[config.mk]
export PLATFORM = sky130hd
export DESIGN_NAME = alu_seq_core
export DESIGN_NICKNAME = d
export VERILOG_FILES = /design/src/rtl/alu_seq_core.sv
export SDC_FILE = /design/constraint.sdc
export NUM_CORES = 1
export LEC_CHECK = 0
export CAP_MARGIN = 10
export CORE_AREA = 5 5 122 124
export CTS_BUF_LIST = sky130_fd_sc_hd__clkbuf_16
export DETAILED_ROUTE_END_ITERATION = 10
export DIE_AREA = 0 0 127 129
export GPL_TIMING_DRIVEN = 0
export PLACE_DENSITY = 0.84
export SLEW_MARGIN = 25
export SYNTH_ARGS = -nofsm -noshare
export SYNTH_HDL_FRONTEND = slang
export SYNTH_SLANG_ARGS = --single-unit
[constraint.sdc]
create_clock -name clk -period 5.5 [get_ports clk]
set_input_delay 0.825 -clock clk [delete_from_list [all_inputs] [get_ports clk]]
set_output_delay 0.825 -clock clk [all_outputs]
set_load 0.005 [all_outputs]
[src/rtl/alu_seq_core.sv]
// alu_seq_core: handshaked ALU with iterative MULT/DIV engines feeding HI/LO.
// Results are registered and held until the consumer takes them.
`default_nettype none

module alu_seq_core #(
  parameter int WIDTH    = 8,
  parameter int OP_WIDTH = 5
) (
  input  logic                clk,
  input  logic                rst,
  input  logic                in_valid,
  output logic                in_ready,
  input  logic [OP_WIDTH-1:0] op,
  input  logic [WIDTH-1:0]    a,
  input  logic [WIDTH-1:0]    b,
  output logic                out_valid,
  input  logic                out_ready,
  output logic [WIDTH-1:0]    result,
  output logic                zero,
  output logic                carry,
  output logic                overflow,
  output logic                error
);

  localparam int            CW   = $clog2(WIDTH);
  localparam logic [CW-1:0] LAST = CW'(WIDTH - 1);

  localparam logic [OP_WIDTH-1:0] OP_ADD  = OP_WIDTH'('h00);
  localparam logic [OP_WIDTH-1:0] OP_SUB  = OP_WIDTH'('h01);
  localparam logic [OP_WIDTH-1:0] OP_AND  = OP_WIDTH'('h02);
  localparam logic [OP_WIDTH-1:0] OP_OR   = OP_WIDTH'('h03);
  localparam logic [OP_WIDTH-1:0] OP_XOR  = OP_WIDTH'('h04);
  localparam logic [OP_WIDTH-1:0] OP_NOR  = OP_WIDTH'('h05);
  localparam logic [OP_WIDTH-1:0] OP_NAND = OP_WIDTH'('h06);
  localparam logic [OP_WIDTH-1:0] OP_XNOR = OP_WIDTH'('h07);
  localparam logic [OP_WIDTH-1:0] OP_EQU  = OP_WIDTH'('h08);
  localparam logic [OP_WIDTH-1:0] OP_GT   = OP_WIDTH'('h09);
  localparam logic [OP_WIDTH-1:0] OP_LT   = OP_WIDTH'('h0A);
  localparam logic [OP_WIDTH-1:0] OP_ROTR = OP_WIDTH'('h0B);
  localparam logic [OP_WIDTH-1:0] OP_ROTL = OP_WIDTH'('h0C);
  localparam logic [OP_WIDTH-1:0] OP_MULT = OP_WIDTH'('h0D);
  localparam logic [OP_WIDTH-1:0] OP_DIV  = OP_WIDTH'('h0E);
  localparam logic [OP_WIDTH-1:0] OP_MFLO = OP_WIDTH'('h0F);
  localparam logic [OP_WIDTH-1:0] OP_MFHI = OP_WIDTH'('h10);

  typedef enum logic [1:0] {IDLE, MUL, DIV, HOLD} state_e;

  state_e               state_q;
  logic [WIDTH-1:0]     hi_q, lo_q;
  logic [2*WIDTH-1:0]   acc_q, mcand_q;
  logic [WIDTH-1:0]     mplier_q;
  logic [WIDTH-1:0]     quo_q, rem_q, dvs_q;
  logic [CW-1:0]        cnt_q;

  // Shift-add multiplier step
  logic [2*WIDTH-1:0] mul_acc_d;
  assign mul_acc_d = acc_q + (mplier_q[0] ? mcand_q : '0);

  // Restoring divider step: remainder stays below the divisor, so bit WIDTH
  // of the trial difference is a clean "went negative" indicator.
  logic [WIDTH:0]   div_shift, div_diff;
  logic             div_ge;
  logic [WIDTH-1:0] rem_d, quo_d;
  assign div_shift = {rem_q, quo_q[WIDTH-1]};
  assign div_diff  = div_shift - {1'b0, dvs_q};
  assign div_ge    = ~div_diff[WIDTH];
  assign rem_d     = div_ge ? div_diff[WIDTH-1:0] : div_shift[WIDTH-1:0];
  assign quo_d     = {quo_q[WIDTH-2:0], div_ge};

  logic [WIDTH:0]   sum, dif;
  logic [31:0]      rot_amt;
  logic [WIDTH-1:0] rotr, rotl;
  assign sum     = {1'b0, a} + {1'b0, b};
  assign dif     = {1'b0, a} - {1'b0, b};
  assign rot_amt = 32'(b) % 32'(WIDTH);
  assign rotr    = (a >> rot_amt) | (a << (32'(WIDTH) - rot_amt));
  assign rotl    = (a << rot_amt) | (a >> (32'(WIDTH) - rot_amt));

  logic [WIDTH-1:0] res_d;
  logic             carry_d, ovf_d, err_d;

  always_comb begin
    res_d   = '0;
    carry_d = 1'b0;
    ovf_d   = 1'b0;
    err_d   = 1'b0;
    case (op)
      OP_ADD: begin
        res_d   = sum[WIDTH-1:0];
        carry_d = sum[WIDTH];
        ovf_d   = (a[WIDTH-1] == b[WIDTH-1]) && (sum[WIDTH-1] != a[WIDTH-1]);
      end
      OP_SUB: begin
        res_d   = dif[WIDTH-1:0];
        carry_d = dif[WIDTH];
        ovf_d   = (a[WIDTH-1] != b[WIDTH-1]) && (dif[WIDTH-1] != a[WIDTH-1]);
      end
      OP_AND:  res_d = a & b;
      OP_OR:   res_d = a | b;
      OP_XOR:  res_d = a ^ b;
      OP_NOR:  res_d = ~(a | b);
      OP_NAND: res_d = ~(a & b);
      OP_XNOR: res_d = ~(a ^ b);
      OP_EQU:  res_d = WIDTH'(a == b);
      OP_GT:   res_d = WIDTH'(a > b);
      OP_LT:   res_d = WIDTH'(a < b);
      OP_ROTR: res_d = rotr;
      OP_ROTL: res_d = rotl;
      OP_MULT: res_d = '0;
      // Only reached with b == 0; nonzero divisors go to the engine
      OP_DIV:  err_d = 1'b1;
      OP_MFLO: res_d = lo_q;
      OP_MFHI: res_d = hi_q;
      default: err_d = 1'b1;
    endcase
  end

  assign in_ready = (state_q == IDLE);

  always_ff @(posedge clk) begin
    if (rst) begin
      state_q   <= IDLE;
      out_valid <= 1'b0;
      result    <= '0;
      zero      <= 1'b1;
      carry     <= 1'b0;
      overflow  <= 1'b0;
      error     <= 1'b0;
      hi_q      <= '0;
      lo_q      <= '0;
      acc_q     <= '0;
      mcand_q   <= '0;
      mplier_q  <= '0;
      quo_q     <= '0;
      rem_q     <= '0;
      dvs_q     <= '0;
      cnt_q     <= '0;
    end else begin
      case (state_q)
        IDLE: begin
          if (in_valid) begin
            if (op == OP_MULT) begin
              acc_q    <= '0;
              mcand_q  <= {{WIDTH{1'b0}}, a};
              mplier_q <= b;
              cnt_q    <= '0;
              state_q  <= MUL;
            end else if (op == OP_DIV && b != '0) begin
              quo_q   <= a;
              rem_q   <= '0;
              dvs_q   <= b;
              cnt_q   <= '0;
              state_q <= DIV;
            end else begin
              result    <= res_d;
              zero      <= (res_d == '0);
              carry     <= carry_d;
              overflow  <= ovf_d;
              error     <= err_d;
              out_valid <= 1'b1;
              state_q   <= HOLD;
            end
          end
        end
        MUL: begin
          acc_q    <= mul_acc_d;
          mcand_q  <= mcand_q << 1;
          mplier_q <= mplier_q >> 1;
          cnt_q    <= cnt_q + 1'b1;
          if (cnt_q == LAST) begin
            hi_q      <= mul_acc_d[2*WIDTH-1:WIDTH];
            lo_q      <= mul_acc_d[WIDTH-1:0];
            result    <= mul_acc_d[WIDTH-1:0];
            zero      <= (mul_acc_d[WIDTH-1:0] == '0);
            carry     <= 1'b0;
            overflow  <= (mul_acc_d[2*WIDTH-1:WIDTH] != '0);
            error     <= 1'b0;
            out_valid <= 1'b1;
            state_q   <= HOLD;
          end
        end
        DIV: begin
          quo_q <= quo_d;
          rem_q <= rem_d;
          cnt_q <= cnt_q + 1'b1;
          if (cnt_q == LAST) begin
            hi_q      <= rem_d;
            lo_q      <= quo_d;
            result    <= quo_d;
            zero      <= (quo_d == '0);
            carry     <= 1'b0;
            overflow  <= 1'b0;
            error     <= 1'b0;
            out_valid <= 1'b1;
            state_q   <= HOLD;
          end
        end
        HOLD: begin
          if (out_ready) begin
            out_valid <= 1'b0;
            state_q   <= IDLE;
          end
        end
        default: state_q <= IDLE;
      endcase
    end
  end

endmodule

`default_nettype wire

==> results.toml, run 1 <==
[cts]
clock_path_buffers = 2
cts_made_buffers = 9
clkSinkCount = 98
cts-resized-gates = 0
clk_pin_slew_ns = 0.07
cts_root_buf = "clkbuf_16"
clk_latency_ns = 0.36
tritoncts = "done"
postCtsSetupBuffers = 0
htreeDepth = 3
postCtsHoldBufs = 0

[floorplan]
die_height_um = 129
die_w_um = 127
core-area_mm2 = 0.0137
rows = 43
start_util_pct = 59.1
die-area_mm2 = 0.0164
io_pins = 39

[logic_synthesis]
avgSynthCellArea_um2 = 7.71
yosysWarnings = 0
synth_top_area_cell = "dfxtp_1"
syn_nets = 1133
synth.area.top_cells = "dfxtp_1 (24%), ha_1 (8.8%), mux2i_1 (6.7%), nor2_1 (5.8%), a21oi_1 (5.3%)"
synth_ff_type = "dfxtp_1"
netlist_area_mm2 = 0.00807
synth_most_common_cell = "nor2_1"
yosys_register_bits = 98
syn_inst = 1047
synth.distinct_cells = 80
synth_edf_count = 0
synthArstFlopShare_pct = 0
synth_top_area_share_pct = 24.3
ys_seq_area_share_pct = 24.3
synth_top_cells_by_count = "nor2_1 (125), dfxtp_1 (98), a21oi_1 (86)"

[pwr]
cellPowerDensity_mw_per_mm2 = 294
ir_drop_v = 0.000275
finalPower_w = 0.00264
leakage_nw = 3.45

[placement]
place_ws_ns = 0.816
gp_congestion = 1.03
io_buffer_count = 36
dp.cells = 1263
post-dp-hpwl_um = 20400

[worst_setup_path]
cp.buffers_inverters = 6
slowest_delay_ns = 0.73
cp_common_cell = "buf_2"
reg2reg_slack_ns = 1.88
r2r_start = "mplier_q[0]"
rr_worst_depth = 11
r2r-end = "overflow"
critPathKind = "in -> reg"
setup.worst_path.start_class = "input pin"
crit_family = "buffers and inverters"
crit_required_ns = 5.78
end_kind = "flop"
arrival_ns = 4.79
cp_max_fo = 10
cpMaxStageDelayCell = "a211oi_1"
path_cells = "clkdlybuf4s50_1, buf_2, buf_4, inv_1, ha_1, nor4b_1, a211oi_1, and3_1, buf_2, a21o_1, buf_2, nand3_1, a21oi_1"

[timing]
fmax_mhz = 222
worst_slack_ns = 0.996
max_slew_margin_pct = 35.1
setup-violations-final = 0
slew_violations = 0
period_share_pct = 81.9
rsz0062_at_grt = "false"
hold_violations = 0
finClkSkew_ns = 0.00707
tns_ns = 0
period_needed_ns = 4.50
worst_hold_slack_ns = 0.460
tightest_slew_ns = 0.966

[detailed_routing]
vias_per_cell = 6.66
dr_total_vias = 8514
wire_per_inst_um = 21.3
drt_wl_total_um = 27200
drc = 0
initialDrtViolationCount = 1282
dr.pass1.iters = 8
ant_nets = 0

[min_path]
min_path_cells = 2
worstHoldEndpoint = "result[5]"
min_path_type = "reg -> reg"
min_from = "result[5]"

[cells_and_area]
fin_cells = 1279
final_nets = 1180
fillers = 1179
drive_gt1_share_pct = 6.10
diodes = 0
area_growth_pct = 11.2

[global_route]
grt_use_total_pct = 32.8
grt_overflow_total = 0
grt_pass1_wl_um = 42900
grt_max_degree = 17
antenna_found_initial = 0
first_global_vias = 8034

[run]
maxCapViolations = 0

[status]
outcome = "finished clean"
## flip-flops by register name, summed over array words and instances, names as in the netlist
| name | count |
|---|---|
| acc_q | 16 |
| mcand_q | 16 |
| dvs_q | 8 |
| hi_q | 8 |
| lo_q | 8 |
| mplier_q | 8 |
| quo_q | 8 |
| rem_q | 8 |
| result | 8 |
| cnt_q | 3 |
| state_q | 2 |
| carry | 1 |
| error | 1 |
| out_valid | 1 |
| overflow | 1 |
| zero | 1 |
## routing by layer
layer  wire (um)  vias up  GRT usage, %
met5           0        -             0
met4        1490        0          17.7
met3        2420      115          4.03
met2       12200      521          52.6
met1       11100     3972          43.3
li1            -     3906             -
## worst max path at each step
stage,from,to,slack [ns],cells after the start
floorplan,b[0],quo_q[1],2.22,12
global placement,b[0],result[1],0.82,13
detailed placement,b[0],result[1],0.82,13
CTS,b[0],quo_q[1],1.14,13
global route,b[0],quo_q[1],0.82,13
finish,b[0],rem_q[0],1.0,13
## cells by family after synthesis
group	after synthesis	share of synthesized area, %
buffers and inverters	126	6.25
adders and majority gates	61	9.83
xor gates and xnor gates	31	3.46
AOI/OAI and AO/OA	315	26.0
and+or+nand+nor	345	20.3
muxes	71	9.91
DFF	98	24.3
## where the power goes
group | internal, W | switching (W)
logic | 0.000400 | 0.000689
clock network | 0.000397 | 0.000283
registers | 0.000800 | 0.0000694
## worst register-to-register path: stages (launching register included)
cell and delay (ns):
dfxtp_1 0.39, clkbuf_1 0.25, and2_1 0.20, ha_1 0.22
fa_1 0.41, a21oi_1 0.24, o221ai_1 0.21, a41o_1 0.30
o31ai_1 0.36, o311ai_0 0.30, nor4_1 0.45, a21oi_1 0.14
## cell usage in the layout (no fill, tap or decap), types with 5 or more instances in the layout
cell,count
dfxtp_1,98
nor4_1,9
or2_2,6
nand3b_1,9
nor2_1,125
nor2b_1,6
a21o_1,8
mux2i_1,54
o21ai_0,47
a22oi_1,32
a31oi_1,15
xnor2_1,22
clkbuf_1,50
mux4_2,6
nand2_1,77
a211o_1,6
nor3_1,27
or3_1,8
ha_1,57
o21bai_1,5
a221oi_1,8
a21oi_1,86
buf_2,13
mux2_2,10
buf_1,5
nand2b_1,11
inv_1,50
nand3_1,24
clkdlybuf4s50_1,36
a311oi_1,5
xor2_1,8
clkbuf_16,9
o211ai_1,7
and2_1,21
a211oi_1,38
o21ai_1,5
## metrics by stage
step	area [um^2]	utilization (%)
after floorplan	8070	-
after global placement	8660	63.3
after detailed placement	8660	63.3
after CTS	8980	65.7
after global routing	8980	65.7
final	8980	65.7
## area by class of cell
class                      count  area, um^2  share of cell area, %
clock buffer                   9         225                   2.51
timing repair buffer          36         360                   4.01
buffer                        71         298                   3.32
multi-input combinational    823        5610                   62.4
sequential                    98        1960                   21.9
tap                          180         225                   2.51
clock inverter                 7        93.8                   1.05
inverter                      55         206                   2.30
No activity file was read; power rests on OpenSTA's default activity.
==> run 2: changes to the inputs <==
- CORE_AREA: 5 5 122 124 -> 5 5 127 129
- DIE_AREA: 0 0 127 129 -> 0 0 132 134
- PLACE_DENSITY: 0.84 -> 0.81
- clock period: 5.5 -> 3.8 ns (I/O delays scaled with it)
==> results.toml, run 2 (same netlist as run 1, synthesis figures left out) <==
[global_route]
grt_max_degree = 16
grt_overflow_total = 0
first_global_vias = 8144
antenna_found_initial = 0
grt_use_total_pct = 30.4
grt_pass1_wl_um = 43700

[floorplan]
die-area_mm2 = 0.0177
io_pins = 39
rows = 45
start_util_pct = 54.1
die_height_um = 134
die_w_um = 132
core-area_mm2 = 0.0149

[status]
outcome = "finished clean"

[detailed_routing]
wl_met1_um = 11600
wl_met3_um = 2420
dr_total_vias = 8515
initialDrtViolationCount = 1233
top_layer = "met4"
dr.pass1.iters = 5
drc = 0
met2_length_um = 12400
ant_nets = 0
vias_per_cell = 6.61
wire_per_inst_um = 21.5
drt_wl_total_um = 27700

[cells_and_area]
top_regs = "acc_q: 16 flops, mcand_q: 16 flops"
final_nets = 1182
area_growth_pct = 12.4
fillers = 1379
final_common_cell = "nor2_1"
diodes = 0
final_cell_mix = "nor2_1 (125), dfxtp_1 (98), a21oi_1 (86)"
design_area_mm2 = 0.00907
drive_gt1_share_pct = 7.54

[cts]
clk_latency_ns = 0.35
clk_pin_slew_ns = 0.07
htreeDepth = 3
tritoncts = "done"
clkSinkCount = 98
clock_path_buffers = 2
cts_root_buf = "clkbuf_16"
cts_made_buffers = 9

[worst_setup_path]
end_kind = "flop"
setup.worst_path.start_class = "input pin"
arrival_ns = 3.99
crit_required_ns = 4.07
critPathKind = "in -> reg"
cp_max_fo = 10

[timing]
fmax_mhz = 269
finClkSkew_ns = 0.00790
max_slew_margin_pct = 28.8
rsz0062_at_grt = "false"
setup-violations-final = 0
period_share_pct = 98.0
slew_violations = 0
period_needed_ns = 3.72
hold_violations = 0
tns_ns = 0
tightest_slew_ns = 1.06

[placement]
gp_congestion = 1.01
io_buffer_count = 36
place_area_mm2 = 0.00867
post-dp-hpwl_um = 20900

[pwr]
ir_drop_v = 0.000364
leakage_nw = 3.50
cellPowerDensity_mw_per_mm2 = 423

[run]
maxCapViolations = 0

[min_path]
min_path_type = "reg -> reg"
-- run 2: cell count changes in the layout (fill, tap and decap cells not counted), moves of 2 or more --
cell,change
dlymetal6s2s_1,+2
nor4_2,+2
buf_2,-2
buf_4,+4
clkbuf_2,+6
nor4_1,-2
clkdlybuf4s50_1,-2
clkbuf_1,-6
-- run 2: routing by layer --
layer	vias up	global-route usage (%)
met2	494	48.3
met5	-	0
met3	93	4.31
li1	3918	-
met1	4010	41.1
met4	0	13.6
-- run 2: cell type report --
cell class	count	area (um^2)	area share [%]
repair buffers	38	380	4.19
clock inverters	7	85.1	0.938
multi-input cells	823	5660	62.4
flip-flops and latches	98	1960	21.6
clock buffers	9	225	2.48
inverters	55	210	2.32
well taps	188	235	2.59
plain buffers	71	310	3.42
-- run 2: critical path, stage by stage --
cell and delay (ns):
clkdlybuf4s50_1 0.53, buf_4 0.22, buf_4 0.22, clkinvlp_4 0.17, ha_2 0.29, xor2_4 0.22, buf_4 0.22, mux2i_1 0.20
o22ai_1 0.10, o21ai_0 0.33, nand4_1 0.21, a221oi_2 0.35, nand3_1 0.16, o31ai_2 0.19
-- run 2: report_power, final --
group          leakage [nW]  switching (W)  internal [W]  total, W
sequential            0.793       0.000105       0.00116   0.00126
combinational          2.56        0.00101      0.000594   0.00161
clock                 0.154       0.000398      0.000570  0.000968
total                  3.50        0.00151       0.00232   0.00384
-- run 2: worst paths after layout --
kind / cells past startpoint / startpoint / end / slack (ns)
hold reg to reg: 2 / result[5] / result[5] / 0.46
hold / removal: 2 / result[5] / result[5] / 0.46
setup / recovery: 14 / b[0] / zero / 0.08
setup reg to reg: 10 / mplier_q[0] / zero / 0.37
-- run 2: what timing repair did --
action,in CTS,in global routing
setup endpoints to repair,26,25
resized for setup,11,15
setup buffers,0,2
gates cloned,0,0
pin swaps,0,1
hold buffers,0,0
-- run 2: per-stage QoR --
| stage | hold WS, ns | worst slack, ns | total power, W | std cells | utilization, % |
|---|---|---|---|---|---|
| after floorplan | 0.432 | 0.770 | 0.00225 | 1047 | - |
| after global placement | 0.446 | -0.729 | 0.00280 | 1271 | 58.1 |
| after detailed placement | 0.453 | -0.665 | 0.00281 | 1271 | 58.1 |
| after CTS | 0.462 | 0.00433 | 0.00378 | 1287 | 60.5 |
| after global routing | 0.491 | 0.0102 | 0.00402 | 1289 | 60.8 |
| final | 0.458 | 0.0774 | 0.00384 | 1289 | 60.8 |
==> variant: new RTL, flow settings as in run 2 <==
The parameter `OP_WIDTH` goes from 5 to 4.
--- a/src/rtl/alu_seq_core.sv
+++ b/src/rtl/alu_seq_core.sv
@@ -6,3 +6,3 @@
   parameter int WIDTH    = 8,
-  parameter int OP_WIDTH = 5
+  parameter int OP_WIDTH = 4
 ) (
Interface: changed (resized op); port bits go from 39 to 38. The function was not compared with the original's and may differ.
==> variant against run 2 <==
Total power shrank 2.9%. Sequential share of layout area down 1.8 points. Sequential power shrank 8%. First-iteration DRC count is 12% higher. Routed wire length is 4.3% lower. Sequential cell count decreased by 8. Core utilization grew 0.16 points. Cell area increased by 0.26%. Worst setup slack got worse by 0.067 ns. Critical path depth is 2 lower. Hold slack worse by 0.0027 ns. Synthesized area fell by 1.7%. Synthesized cell count is 2.5% lower. Critical path type unchanged. Highest routed layer unchanged.
==> variant: results (changes against run 2) <==
\begin{tabular}{lr}
\hline
Metric & Value \\
\hline
\multicolumn{2}{l}{\textbf{Status}} \\
\quad Result of the run & finished, final reports clean \\
\multicolumn{2}{l}{\textbf{STA}} \\
\quad Final setup skew & 0.00760 ns (-0.000300 ns) \\
\quad Min Tclk post-route & 3.79 ns (+0.0672 ns) \\
\quad Worst max-slew margin expressed relative to the limit & 38.0\% (+9.2 points) \\
\multicolumn{2}{l}{\textbf{Drt}} \\
\quad Vias per Instance & 6.49 (-1.8\%) \\
\quad Number of violations reported at the end of detailed-routing iteration 0 & 1377 (+12\%) \\
\quad Final WL & 26.5 mm (-4.3\%) \\
\quad Total iterations of the first detailed-routing run & 8 (+3) \\
\multicolumn{2}{l}{\textbf{Clocking}} \\
\quad Maximum clock insertion buffer count & 2 (unchanged) \\
\quad H-tree depth & 3 (unchanged) \\
\multicolumn{2}{l}{\textbf{Global routing}} \\
\quad Aggregate global-route resource usage & 28.9\% (-1.5 points) \\
\quad Wire length of the first global-routing pass & 41.0 mm (-6.3\%) \\
\quad Vias in the first global route & 7560 (-7.2\%) \\
\multicolumn{2}{l}{\textbf{Placement}} \\
\quad Placed Instance Area & 8520 um2 (-1.7\%) \\
\quad Port Buf Inserts & 35 (-2.8\%) \\
\quad Pre-CTS setup slack & -1.26 ns (-0.590 ns) \\
\quad Final weighted congestion in routability-driven placement & 1.04 (+2.7\%) \\
\quad Detailed placement HPWL & 19.9 mm (-5.0\%) \\
\multicolumn{2}{l}{\textbf{Pwr}} \\
\quad Cell-internal power & 2240 uW (-3.7\%) \\
\quad Static leakage & 0.00360 uW (+2.7\%) \\
\quad Worst vdd rail ir drop & 0.291 mV (-20\%) \\
\multicolumn{2}{l}{\textbf{Critical path}} \\
\quad Endpoint arrival time on the critical path & 4.05 ns (+0.06 ns) \\
\quad Terminus of the critical flop-to-flop path & overflow \\
\quad Flop-to-flop setup slack & 0.23 ns (-0.14 ns) \\
\quad Cell depth of the worst flop-to-flop path & 12 (+2) \\
\quad Origin of the worst setup path & a[5] \\
\multicolumn{2}{l}{\textbf{Final layout}} \\
\quad Share of layout cells above drive strength 1 & 10.7\% (+3.2 points) \\
\quad Fill cell total of the finished layout & 1324 (-4.0\%) \\
\quad Count of nets after finishing & 1162 (-1.7\%) \\
\multicolumn{2}{l}{\textbf{Logic synthesis}} \\
\quad Post-synthesis sequential area ratio & 22.7\% (-1.6 points) \\
\quad Most instantiated cells after synthesis & 107 x nor2\_1, 91 x nand2\_1, 90 x dfxtp\_1 \\
\quad Count of cell types in the netlist & 89 (+11\%) \\
\quad Cell types with the largest area share after synthesis & dfxtp\_1 23\%, ha\_1 9.0\%, mux2i\_1 6.3\% \\
\quad Synthesized Nets & 1106 (-2.4\%) \\
\hline
\end{tabular}
==> variant: changes by cell type in the layout (fill, tap and decap cells not counted), moves of 9 or more <==
cell | before | now
nand2_1 | 76 | 91
nand3_1 | 24 | 45
a22oi_1 | 32 | 18
a211oi_1 | 37 | 18
a21oi_1 | 86 | 73
clkdlybuf4s50_1 | 34 | 24
nor2_1 | 125 | 106
nand2b_1 | 11 | 20
==> variant: cells by family after synthesis <==
group / after synthesis / share of synthesized area [%]
DFF: 90 / 22.7
AOI/OAI and AO/OA: 283 / 24.1
buffers and inverters: 128 / 7.25
xor gates and xnor gates: 29 / 3.30
muxes: 67 / 10.3
and+or+nand+nor: 363 / 22.3
adders and majority gates: 61 / 10.0
==> variant: metal layers <==
layer	GRT usage (%)	up-vias	share of wire, %
met1	40.1	3807	42
li1	-	3811	-
met5	0	-	0
met3	6.90	100	11
met4	12.7	0	4.4
met2	42.6	518	43
==> variant: worst min-delay path by stage <==
stage | end | slack (ns) | cells past startpoint | from
detailed placement | acc_q[7] | 0.45 | 2 | acc_q[7]
global placement | mcand_q[15] | 0.44 | 2 | mcand_q[15]
floorplan | mcand_q[15] | 0.43 | 2 | mcand_q[15]
finish | result[6] | 0.46 | 2 | result[6]
global route | result[1] | 0.48 | 2 | result[1]
CTS | result[6] | 0.46 | 2 | result[6]
==> variant: power by group through the flow <==
stage | Clock (uW) | Sequential [uW] | Combinational [uW]
2_1_floorplan | 0 | 1160 | 1070
3_3_place_gp | 0 | 1180 | 1560
3_5_place_dp | 0 | 1180 | 1570
4_1_cts | 880 | 1160 | 1630
5_1_grt | 929 | 1180 | 1800
6_report | 874 | 1160 | 1690
==> variant: area by class of cell <==
cell class | count | area [um2] | share of cell area (%)
Buffer | 74 | 427 | 4.69
Clock buffer | 9 | 225 | 2.48
Clock inverter | 7 | 61.3 | 0.674
Inverter | 52 | 208 | 2.28
Multi-Input combinational cell | 803 | 5710 | 62.8
Sequential cell | 90 | 1800 | 19.8
Tap cell | 188 | 235 | 2.59
Timing Repair Buffer | 47 | 429 | 4.72
==> variant: stage by stage <==
stage | hold slack, ns | std cells | util (%)
global route | 0.476 | 1270 | 61.0
finish | 0.455 | 1270 | 61.0
global placement | 0.439 | 1244 | 57.1
detailed placement | 0.448 | 1244 | 57.1
CTS | 0.456 | 1267 | 60.4
floorplan | 0.432 | 1021 | -
==> variant: repair_timing <==
action                                  CTS  global route
resized for setup                        52            24
endpoints found under the setup margin   14             2
buffers inserted                          9             3
pin swaps                                 5             6
==> variant: critical path, cell delays in order <==
cell and delay [ns]:
dlygate4sd2_1 0.42, clkbuf_4 0.31, inv_1 0.10, ha_1 0.33, clkbuf_1 0.25, nand2_1 0.10, o21ai_0 0.12, a222oi_1 0.25
o21ai_0 0.14, or4_1 0.63, or4_1 0.58, o311ai_2 0.22
